--- src/rtl/alu_rs_entry.sv ---
// Single-entry ALU reservation station: holds one op, snoops the CDB for
// missing operands, issues once, frees on its own result. Option: ALU_RS_FAST_ISSUE_EN.
package alu_rs_pkg;
    typedef logic [31:0] word32_t;
    typedef enum logic [2:0] {
        TAG_NONE = 3'd0,
        ALU_1    = 3'd1,
        ALU_2    = 3'd2,
        ALU_3    = 3'd3,
        LSU_1    = 3'd4,
        MUL_1    = 3'd5
    } rs_tag_t;
    typedef enum logic [3:0] {
        ADDR = 4'd0,
        ADDI = 4'd1,
        SUBR = 4'd2,
        ANDR = 4'd3,
        ORR  = 4'd4,
        XORR = 4'd5,
        SLLR = 4'd6,
        SRLR = 4'd7
    } alu_op_t;
    typedef struct packed {
        logic    valid;
        rs_tag_t tag;
        word32_t value;
    } cdb_t;
endpackage

module alu_rs_entry
    import alu_rs_pkg::*;
#(
    parameter rs_tag_t TAG = ALU_1
) (
    input  logic    clk_i,
    input  logic    rst_ni,
    input  logic    flush_i,
    input  logic    dispatch_i,
    input  alu_op_t oper_i,
    input  logic    src1_rdy_i,
    input  word32_t src1_val_i,
    input  rs_tag_t src1_tag_i,
    input  logic    src2_rdy_i,
    input  word32_t src2_val_i,
    input  rs_tag_t src2_tag_i,
    input  cdb_t    cdb_i,
    output logic    busy_o,
    output logic    ready_o,
    output alu_op_t oper_o,
    output word32_t rs1_val_o,
    output word32_t rs2_val_o
);

    typedef enum logic [1:0] {FREE, WAIT, ISSUE, EXEC} state_t;

    state_t  state_q, state_d;
    alu_op_t oper_q;
    word32_t v1_q, v2_q;
    rs_tag_t t1_q, t2_q;
    logic    p1_q, p2_q;

    logic hit1_d, hit2_d;
    logic hit1_w, hit2_w;
    logic own_hit, accept;
    logic wait_done, fast_fire;

    assign hit1_d  = !src1_rdy_i && cdb_i.valid && (cdb_i.tag == src1_tag_i);
    assign hit2_d  = !src2_rdy_i && cdb_i.valid && (cdb_i.tag == src2_tag_i);
    assign hit1_w  = p1_q && cdb_i.valid && (cdb_i.tag == t1_q);
    assign hit2_w  = p2_q && cdb_i.valid && (cdb_i.tag == t2_q);
    assign own_hit = cdb_i.valid && (cdb_i.tag == TAG);
    assign accept  = (state_q == FREE) && dispatch_i && !flush_i;

    assign wait_done = (state_q == WAIT)
                     && !(p1_q && !hit1_w)
                     && !(p2_q && !hit2_w);

`ifdef ALU_RS_FAST_ISSUE_EN
    assign fast_fire = wait_done && !flush_i;
`else
    assign fast_fire = 1'b0;
`endif

    // Next-state decode; flush dominates everything.
    always_comb begin
        state_d = state_q;
        if (flush_i) begin
            state_d = FREE;
        end else begin
            unique case (1'b1)
                (state_q == FREE): begin
                    if (dispatch_i) begin
                        if ((!src1_rdy_i && !hit1_d) ||
                            (!src2_rdy_i && !hit2_d))
                            state_d = WAIT;
                        else
                            state_d = ISSUE;
                    end
                end
                (state_q == WAIT): begin
`ifdef ALU_RS_FAST_ISSUE_EN
                    if (wait_done) state_d = EXEC;
`else
                    if (wait_done) state_d = ISSUE;
`endif
                end
                (state_q == ISSUE): begin
                    state_d = own_hit ? FREE : EXEC;
                end
                (state_q == EXEC): begin
                    if (own_hit) state_d = FREE;
                end
                default: state_d = FREE;
            endcase
        end
    end

    // State register.
    always_ff @(posedge clk_i or negedge rst_ni) begin
        if (!rst_ni) state_q <= FREE;
        else         state_q <= state_d;
    end

    // Operand capture: at dispatch (with forwarding) and from CDB in WAIT.
    always_ff @(posedge clk_i or negedge rst_ni) begin
        if (!rst_ni) begin
            oper_q <= ADDR;
            v1_q   <= '0;
            v2_q   <= '0;
            t1_q   <= TAG_NONE;
            t2_q   <= TAG_NONE;
            p1_q   <= 1'b0;
            p2_q   <= 1'b0;
        end else if (accept) begin
            oper_q <= oper_i;
            t1_q   <= src1_tag_i;
            t2_q   <= src2_tag_i;
            p1_q   <= !src1_rdy_i && !hit1_d;
            p2_q   <= !src2_rdy_i && !hit2_d;
            v1_q   <= hit1_d ? cdb_i.value : src1_val_i;
            v2_q   <= hit2_d ? cdb_i.value : src2_val_i;
        end else if ((state_q == WAIT) && !flush_i) begin
            if (hit1_w) begin
                v1_q <= cdb_i.value;
                p1_q <= 1'b0;
            end
            if (hit2_w) begin
                v2_q <= cdb_i.value;
                p2_q <= 1'b0;
            end
        end
    end

    assign busy_o  = (state_q != FREE);
    assign ready_o = ((state_q == ISSUE) && !flush_i) || fast_fire;
    assign oper_o  = oper_q;

`ifdef ALU_RS_FAST_ISSUE_EN
    assign rs1_val_o = (fast_fire && hit1_w) ? cdb_i.value : v1_q;
    assign rs2_val_o = (fast_fire && hit2_w) ? cdb_i.value : v2_q;
`else
    assign rs1_val_o = v1_q;
    assign rs2_val_o = v2_q;
`endif

endmodule

--- config.mk ---
export PLATFORM = sky130hd
export DESIGN_NAME = alu_rs_entry
export DESIGN_NICKNAME = d
export VERILOG_FILES = /design/src/rtl/alu_rs_entry.sv
export SDC_FILE = /design/constraint.sdc
export NUM_CORES = 1
export LEC_CHECK = 0
export BUFFER_PORTS_ARGS = -buffer_cell sky130_fd_sc_hd__buf_4
export CORE_MARGIN = 2
export CORE_UTILIZATION = 51
export CTS_BUF_LIST = sky130_fd_sc_hd__clkbuf_4 sky130_fd_sc_hd__clkbuf_8 sky130_fd_sc_hd__clkbuf_16
export CTS_CLUSTER_DIAMETER = 30
export DETAILED_ROUTE_END_ITERATION = 16
export PLACE_DENSITY = 0.86
export SYNTH_ARGS = -nofsm -noshare
export SYNTH_HDL_FRONTEND = slang
export SYNTH_SLANG_ARGS = --single-unit
--- constraint.sdc ---
create_clock -name clk_i -period 6.9 [get_ports clk_i]
set_clock_uncertainty 0.15 [all_clocks]
set_input_delay 0.69 -clock clk_i [delete_from_list [all_inputs] [get_ports clk_i]]
set_output_delay 0.69 -clock clk_i [all_outputs]
set_load 0.1 [all_outputs]
==> out/qor.yml, run 1 <==
clock_network:
  worstSkewPairLatency_ns: 0.35
  cts_buffers: 9
  numClockSinks: 78
  cts.path.max_buffers: 2
  post-cts-setup-buffer-count: 0
  cts_root_buf: "clkbuf_8"
  clk_pin_slew_worst_paths_ns: 0.09
  cts_max_level: 3
  ctsHoldBuffers: 0
  ctsResizeCount: 0
  cts_tree: "done"
floorplanning:
  die_x_um: 93.2
  row_count: 32
  start_util_pct: 52.5
  die_area_mm2: 0.00868
  die_y_um: 93.2
  core_mm2: 0.00773
  io_pins: 186
setup_path:
  reg2reg_setup_slack_ns: 3.54
  reg2reg_to: "rs2_val_o[10]$_DFFE_PN0P_"
  start_kind: "register"
  arrival_ns: 3.44
  worst_r2r_path_depth: 5
  critPathMaxFanout: 33
  cp-end-kind: "register"
  worstPathRequired_ns: 6.98
  critPathKind: "reg -> reg"
  r2r_start: "state_q[0]$_DFFE_PN0P_"
finish:
  layout-drive-gt1-share_pct: 55.3
  antenna_cells: 0
  multi_input_area_mm2: 0.00192
  seqCellArea_mm2: 0.00195
  area_growth_pct: 38.0
  nets: 608
  fin_util_pct: 72.4
  layout_commonest_cell: "buf_4"
  fillers: 544
  mostFrequentLayoutCells: "188 x buf_4, 78 x dfrtp_1, 41 x mux2_4, 36 x nor2_1"
placed_design:
  port_buffers: 185
  gp_congestion: 0.897
  hpwl_um: 7520
route:
  ant_nets: 0
  firstDrtPassIters: 4
  viasPerCell: 5.21
  routed_wl_um: 10300
  dr_total_vias: 3118
  wl_per_cell_um: 17.2
  remaining_drc_errors: 0
  drtIter0Drc: 93
sta:
  setup_viol: 0
  maxSlewViolCount: 0
  period_share_pct: 48.7
  finalHoldViolCount: 0
  max_freq_mhz: 298
  maxSlewHeadroom_pct: 28.8
  rsz0062_at_grt: "no"
  fin_crit_ns: 3.36
  timing.setup.tns_ns: 0
  tightest_slew_ns: 1.07
global_route:
  grt_pass1_vias: 3345
  grt_antenna_before_repair: 0
  grt_overflow_total: 0
  track_usage_pct: 24.2
  grt_pass1_wl_um: 16300
  grt_max_degree: 79
synthesis:
  ys_warn_count: 0
  yosys.area_share.simple_pct: 6.20
  synth_edf_count: 0
  netlist_area_mm2: 0.00405
  synth-compound-area-share_pct: 5.99
  ys_async_sr_fraction_pct: 100
  ys_types: 37
  synth_top_family_by_area: "multiplexers"
  synth_xor_area_share_pct: 2.59
  synth_fp_nets: 431
  avgSynthCellArea_um2: 12.9
  synthMuxAreaShare_pct: 32.3
  synth_seq_cells: 78
  ys_seq_area_share_pct: 48.1
  yosys_most_used_dff: "dfrtp_1"
  synthAdderAreaFrac_pct: 0
  synth_cells: 315
hold_path:
  hold_class: "in -> async"
job:
  cap_violations: 0
run_status:
  status: "completed"
## worst max-delay path, stage by stage, from the launching register on
cell and delay (ns):
dfrtp_1 0.48, or2_4 0.31, nor3b_4 0.61, and2_2 0.99, mux2_2 0.42, mux2_2 0.25
## flip-flops by register name (all words and copies together) (netlist names)
register   flops
rs1_val_o     32
state_q        2
rs2_val_o     32
t2_q           3
oper_o         4
t1_q           3
p1_q           1
p2_q           1
## synth_stat cells, types with 2 or more instances
master | instances | area, um^2
mux2i_1 | 32 | 320
a21oi_1 | 32 | 160
buf_12 | 2 | 40.0
buf_2 | 10 | 50.1
xor2_1 | 5 | 43.8
nand2_1 | 2 | 7.51
xnor2_1 | 7 | 61.3
mux2_1 | 9 | 101
mux2_4 | 41 | 616
nand3_1 | 2 | 10.0
inv_1 | 2 | 7.51
nor3_1 | 2 | 10.0
buf_4 | 2 | 15.0
dfrtp_1 | 78 | 1950
mux2_2 | 24 | 270
nor2_1 | 36 | 135
buf_6 | 7 | 78.8
nand4_1 | 3 | 18.8
## per-stage QoR
stage	std cells	worst slack [ns]	cell area, um^2	hold WS [ns]
2_1_floorplan	315	3.16	4050	0.244
6_report	599	3.54	5590	0.348
3_3_place_gp	583	3.53	5410	0.338
3_5_place_dp	583	3.48	5410	0.345
5_1_grt	599	3.36	5590	0.376
4_1_cts	599	3.52	5590	0.368
## layer usage
| layer | part of all wire [%] | track usage, % | vias to the layer above | wire length [um] |
|---|---|---|---|---|
| met4 | 2.1 | 10.0 | 0 | 217 |
| met3 | 6.7 | 5.40 | 21 | 694 |
| met1 | 41 | 29.6 | 1502 | 4220 |
| li1 | - | - | 1461 | - |
| met2 | 50 | 41.2 | 134 | 5150 |
| met5 | 0 | 0 | - | 0 |
## area by class of cell
| type | count | share of cell area [%] |
|---|---|---|
| multi-input cells | 213 | 34.2 |
| well taps | 102 | 2.28 |
| flip-flops and latches | 78 | 34.9 |
| inverters | 2 | 0.134 |
| clock inverters | 5 | 0.626 |
| clock buffers | 11 | 2.59 |
| repair buffers | 188 | 25.2 |
## worst max-delay path by stage
| stage | start | to | depth (start not counted) |
|---|---|---|---|
| after global routing | state_q[0]$_DFFE_PN0P_ | rs2_val_o[10]$_DFFE_PN0P_ | 5 |
| after detailed placement | flush_i | rs2_val_o[10]$_DFFE_PN0P_ | 5 |
| after CTS | state_q[0]$_DFFE_PN0P_ | rs2_val_o[10]$_DFFE_PN0P_ | 5 |
| after floorplan | flush_i | ready_o | 1 |
| final | state_q[0]$_DFFE_PN0P_ | rs2_val_o[10]$_DFFE_PN0P_ | 5 |
| after global placement | flush_i | rs2_val_o[10]$_DFFE_PN0P_ | 5 |
## cells by family (layout without fill, tap and decap cells)
group / after synthesis / count (layout)
AOI/OAI and AO/OA: 42 / 42
DFF: 78 / 78
xor gates and xnor gates: 12 / 12
and+or+nand+nor: 53 / 53
muxes: 106 / 106
buffers and inverters: 24 / 206
Power of run 1 is not shown: default switching activity piles up to over one toggle a cycle in this logic, so the estimate is an artifact.
==> run 2: changes to the inputs <==
--- a/config.mk
+++ b/config.mk
@@ -5,13 +5,14 @@
 export SDC_FILE = /design/constraint.sdc
 export NUM_CORES = 1
 export LEC_CHECK = 0
+export ABC_AREA = 1
 export BUFFER_PORTS_ARGS = -buffer_cell sky130_fd_sc_hd__buf_4
 export CORE_MARGIN = 2
-export CORE_UTILIZATION = 51
+export CORE_UTILIZATION = 47
 export CTS_BUF_LIST = sky130_fd_sc_hd__clkbuf_4 sky130_fd_sc_hd__clkbuf_8 sky130_fd_sc_hd__clkbuf_16
 export CTS_CLUSTER_DIAMETER = 30
 export DETAILED_ROUTE_END_ITERATION = 16
-export PLACE_DENSITY = 0.86
+export PLACE_DENSITY = 0.8
 export SYNTH_ARGS = -nofsm -noshare
 export SYNTH_HDL_FRONTEND = slang
 export SYNTH_SLANG_ARGS = --single-unit
==> constraint.sdc (replaced) <==
create_clock -name clk_i -period 3.3 [get_ports clk_i]
set_clock_uncertainty 0.15 [all_clocks]
set_input_delay 0.33 -clock clk_i [delete_from_list [all_inputs] [get_ports clk_i]]
set_output_delay 0.33 -clock clk_i [all_outputs]
set_load 0.1 [all_outputs]
==> run 2 against run 1 <==
The flow now finishes with violations (hold timing). Hold slack got worse by 0.36 ns. Maximum frequency increased by 31%. Design area is 0.38% higher. Sequential share of layout area is 0.13 points lower. Critical path depth rose by 3. Routed wire length is 15% higher. Via count up 33%.
==> out/qor.yml, run 2 <==
synthesis:
  synth_fp_nets: 648
  yosys-top-cells-count: "262 x nand2_1, 78 x dfrtp_1, 64 x o211ai_1, 55 x inv_1"
  ys_warn_count: 0
  yosys_most_used_dff: "dfrtp_1"
  ys_seq_area_share_pct: 48.7
  yosysMostFrequentCell: "nand2_1"
  synth_edf_count: 0
  synth_cells: 532
  yosysTopAreaCell: "dfrtp_1"
  avgSynthCellArea_um2: 7.53
  ys_top_cells_by_area: "dfrtp_1 49%, nand2_1 25%, o211ai_1 12%, inv_1 5.2%, buf_2 2.0%"
  synth_seq_cells: 78
  ys_async_sr_fraction_pct: 100
  netlist_area_mm2: 0.00401
  synth_top_area_share_pct: 48.7
  ys_types: 19
sta:
  max_freq_mhz: 390
  finalHoldViolCount: 5
  period_share_pct: 77.7
  hold_slack_ns: -0.0112
  rsz0062_at_grt: "no"
  timing.setup.tns_ns: 0
  setup_viol: 0
  fin_ws_ns: 0.735
  maxSlewHeadroom_pct: 34.4
  fin_crit_ns: 2.57
  tightest_slew_ns: 0.985
  maxSlewViolCount: 0
finish:
  layout-drive-gt1-share_pct: 30.0
  multi_input_area_mm2: 0.00170
  finish.instance_area_mm2: 0.00562
  fillers: 720
  area_growth_pct: 40.2
  layout_commonest_cell: "nand2_1"
  nets: 821
  antenna_cells: 0
  seqCellArea_mm2: 0.00195
  mostFrequentLayoutCells: "262 x nand2_1, 186 x buf_4, 78 x dfrtp_1, 64 x o211ai_1, 55 x inv_1"
clock_network:
  cts_tree: "done"
  post-cts-setup-buffer-count: 0
  cts_root_buf: "clkbuf_8"
  cts_buffers: 9
  cts.path.max_buffers: 2
  numClockSinks: 78
  worstSkewPairLatency_ns: 0.33
  ctsResizeCount: 0
  cts_max_level: 3
  ctsHoldBuffers: 0
  clk_pin_slew_worst_paths_ns: 0.08
route:
  wl_met3_um: 891
  dr.max_layer_used: "met4"
  dr_wl_met2_um: 5730
  dr_total_vias: 4152
  drtIter0Drc: 109
  viasPerCell: 5.09
  firstDrtPassIters: 5
  wl_per_cell_um: 14.5
  routed_wl_um: 11800
  wl_met1_um: 4950
  remaining_drc_errors: 0
  ant_nets: 0
setup_path:
  worstPathRequired_ns: 3.37
  critical_path.slowest_cell: "nor3_4"
  cp_cell_sequence: "nor2_2 > inv_2 > nor3_4 > inv_2 > nand2_4 > inv_2 > nand2_1 > nand2_1"
  start_kind: "register"
  critical-path-top-delay-family: "simple AND/OR/NAND/NOR gates"
  crit_top_cell: "inv_2"
  cp-end-kind: "register"
  arrival_ns: 2.63
  critPathKind: "reg -> reg"
  crit_buf_inv: 3
  worst_r2r_path_depth: 8
  slowest_delay_ns: 0.47
  cp.depth: 8
  critPathMaxFanout: 33
run_status:
  violations: "hold timing"
  status: "finished, violations left"
placed_design:
  port_buffers: 185
  placed_area_mm2: 0.00542
  pre_cts_ws_ns: 0.724
  hpwl_um: 8630
  gp_congestion: 0.857
global_route:
  grt_pass1_wl_um: 18200
  grt_overflow_total: 0
  grt_pass1_vias: 3850
  grt_antenna_before_repair: 0
  grt_max_degree: 79
  track_usage_pct: 25.3
floorplanning:
  row_count: 33
  die_area_mm2: 0.00928
  io_pins: 186
  die_x_um: 96.3
  die_y_um: 96.3
  start_util_pct: 48.5
  core_mm2: 0.00826
hold_path:
  hold_class: "in -> async"
job:
  cap_violations: 0
-- run 2: cell type report --
class	instances	share of cell area, %
multi-input combinational	370	30.2
sequential	78	34.8
clock buffer	10	2.45
inverter	59	3.94
timing repair buffer	187	25.2
tap	105	2.34
clock inverter	6	1.09
-- run 2: metrics by stage --
| stage | std cells | utilization (%) | hold slack [ns] |
|---|---|---|---|
| after floorplan | 532 | - | -0.116 |
| after detailed placement | 799 | 65.6 | 0.317 |
| after global routing | 815 | 68.0 | 0.0470 |
| final | 815 | 68.0 | -0.0112 |
| after CTS | 815 | 68.0 | 0.0354 |
| after global placement | 799 | 65.6 | 0.313 |
-- run 2: logic make-up after synthesis --
family | count (synthesis) | synth area share [%]
AOI/OAI and AO/OA | 77 | 13.7
buffers and inverters | 84 | 8.93
DFF | 78 | 48.7
and+or+nand+nor | 293 | 28.6
-- run 2: path summary, 6_finish.rpt --
check                                              start                        to  slack (ns)
max in group asynchronous                         rst_ni    state_q[1]$_DFFE_PN0P_        2.36
min in group clk_i                             oper_i[3]     oper_o[3]$_DFFE_PN0P_        0.05
worst min-delay path                              rst_ni       t2_q[2]$_DFFE_PN0P_       -0.01
worst min register to register  rs2_val_o[9]$_DFFE_PN0P_  rs2_val_o[9]$_DFFE_PN0P_        0.33
worst max-delay path              state_q[0]$_DFFE_PN0P_  rs2_val_o[1]$_DFFE_PN0P_        0.73
worst max register to register    state_q[0]$_DFFE_PN0P_  rs2_val_o[1]$_DFFE_PN0P_        0.73
-- run 2: routing by layer --
| metal | up-vias | track usage [%] |
|---|---|---|
| li1 | 2029 | - |
| met1 | 1935 | 33.4 |
| met2 | 165 | 41.0 |
| met3 | 23 | 5.01 |
| met4 | 0 | 9.86 |
| met5 | - | 0 |
Power of run 2 is left out for the same reason.
==> run 3: changes to the inputs <==
==> constraint.sdc (replaced) <==
create_clock -name clk_i -period 2.43 [get_ports clk_i]
set_clock_uncertainty 0.15 [all_clocks]
set_input_delay 0.243 -clock clk_i [delete_from_list [all_inputs] [get_ports clk_i]]
set_output_delay 0.243 -clock clk_i [all_outputs]
set_load 0.1 [all_outputs]
==> run 3 against run 2 <==
The run now ends clean. Critical path depth fell by 1. Via count rose by 5.0%. Sequential share of layout area fell by 1.8 points. Register-to-register slack got worse by 0.52 ns. Global-route usage rose by 1.3 points. Routed wire length rose by 7.4%. Maximum frequency rose by 16%. Cell count rose by 3.4%. First-iteration DRC count rose by 52%. Worst setup slack got worse by 0.52 ns. Die area did not move.
==> out/qor.yml, run 3 (synthesis results as in run 2) <==
route:
  routed_wl_um: 12700
  remaining_drc_errors: 0
  viasPerCell: 5.17
  ant_nets: 0
  firstDrtPassIters: 5
  dr_total_vias: 4360
  wl_per_cell_um: 15.0
  drtIter0Drc: 166
setup_path:
  critical_path.slowest_cell: "dfrtp_1"
  r2r_start: "state_q[0]$_DFFE_PN0P_"
  cp-end-kind: "register"
  start_kind: "register"
  critPathKind: "reg -> reg"
  cp_cell_sequence: "inv_1 > nor3_1 > nand3_1 > nand2_4 > inv_2 > nand2_1 > nand2_1"
  slowest_delay_ns: 0.45
  arrival_ns: 2.28
  critical-path-top-delay-family: "simple AND/OR/NAND/NOR gates"
  critPathMaxFanout: 33
  reg2reg_setup_slack_ns: 0.22
  worstPathRequired_ns: 2.50
  reg2reg_to: "rs1_val_o[27]$_DFFE_PN0P_"
  worst_r2r_path_depth: 7
  cp.depth: 7
  crit_buf_inv: 2
  crit_top_cell: "nand2_1"
global_route:
  grt_overflow_total: 0
  grt_pass1_vias: 4126
  track_usage_pct: 26.6
  grt_antenna_before_repair: 0
  grt_max_degree: 43
  grt_pass1_wl_um: 19000
sta:
  setup_viol: 0
  period_share_pct: 91.0
  maxSlewViolCount: 0
  finalHoldViolCount: 0
  hold_slack_ns: 0.00818
  tightest_slew_ns: 0.632
  rsz0062_at_grt: "no"
  maxSlewHeadroom_pct: 57.8
  max_freq_mhz: 452
  timing.setup.tns_ns: 0
  fin_crit_ns: 2.21
clock_network:
  ctsResizeCount: 0
  cts_max_level: 3
  cts_buffers: 9
  worstSkewPairLatency_ns: 0.34
  ctsHoldBuffers: 23
  cts.path.max_buffers: 2
  numClockSinks: 78
  clk_pin_slew_worst_paths_ns: 0.08
  post-cts-setup-buffer-count: 0
  cts_root_buf: "clkbuf_8"
  cts_tree: "done"
finish:
  area_growth_pct: 47.9
  antenna_cells: 0
  layout-drive-gt1-share_pct: 29.7
  fillers: 665
  mostFrequentLayoutCells: "262 x nand2_1, 192 x buf_4, 78 x dfrtp_1, 64 x o211ai_1, 55 x inv_1"
  nets: 850
  layout_commonest_cell: "nand2_1"
hold_path:
  holdPathStages: 3
  timing.hold.worst.start: "src1_val_i[8]"
  hold_class: "in -> reg"
  hold-path-endpoint: "rs1_val_o[8]$_DFFE_PN0P_"
job:
  cap_violations: 0
floorplanning:
  io_pins: 186
  core_mm2: 0.00826
  die_area_mm2: 0.00928
  die_x_um: 96.3
  row_count: 33
  start_util_pct: 48.5
  die_y_um: 96.3
run_status:
  status: "completed"
placed_design:
  port_buffers: 185
  gp_congestion: 0.914
  hpwl_um: 9020
-- run 3: cell count changes in the layout (fill, tap and decap cells not counted), sizes merged --
cell,before,now
buf,187,193
bufinv,1,2
clkbuf,10,12
clkinv,4,0
dlygate4sd3,0,23
-- run 3: worst max path at each step --
stage,from,endpoint,slack [ns]
global placement,state_q[0]$_DFFE_PN0P_,p2_q$_DFFE_PN0P_,0.45
floorplan,state_q[1]$_DFFE_PN0P_,ready_o,0.42
CTS,state_q[0]$_DFFE_PN0P_,p2_q$_DFFE_PN0P_,0.29
finish,state_q[0]$_DFFE_PN0P_,rs1_val_o[27]$_DFFE_PN0P_,0.22
global route,state_q[0]$_DFFE_PN0P_,rs1_val_o[1]$_DFFE_PN0P_,0.05
detailed placement,state_q[0]$_DFFE_PN0P_,p2_q$_DFFE_PN0P_,0.32
-- run 3: worst min-delay path, cell delays in order --
cell	delay (ns)
buf_4	0.08
o211ai_1	0.08
nand2_1	0.06
-- run 3: layer usage --
layer | up-vias | global-route usage [%] | routed length (um)
met2 | 200 | 47.2 | 6430
met1 | 2049 | 31.6 | 4990
met4 | 0 | 9.74 | 303
met5 | - | 0 | 0
li1 | 2081 | - | -
met3 | 30 | 5.64 | 963
-- run 3: area by class of cell --
class / instances / area, um^2 / share of cell area, %
clock buffers: 12 / 159 / 2.68
clock inverters: 3 / 67.6 / 1.14
well taps: 105 / 131 / 2.22
flip-flops and latches: 78 / 1950 / 33.0
repair buffers: 216 / 1690 / 28.6
inverters: 59 / 221 / 3.74
multi-input cells: 370 / 1700 / 28.7
-- run 3: per-stage QoR --
step	setup slack (ns)	utilization, %	instances	instance area (um^2)
after floorplan	0.420	-	532	4010
after global placement	0.452	66.2	805	5470
after detailed placement	0.322	66.2	805	5470
after CTS	0.290	71.7	843	5920
after global routing	0.0481	71.7	843	5920
final	0.220	71.7	843	5920
Power of run 3 is left out for the same reason.
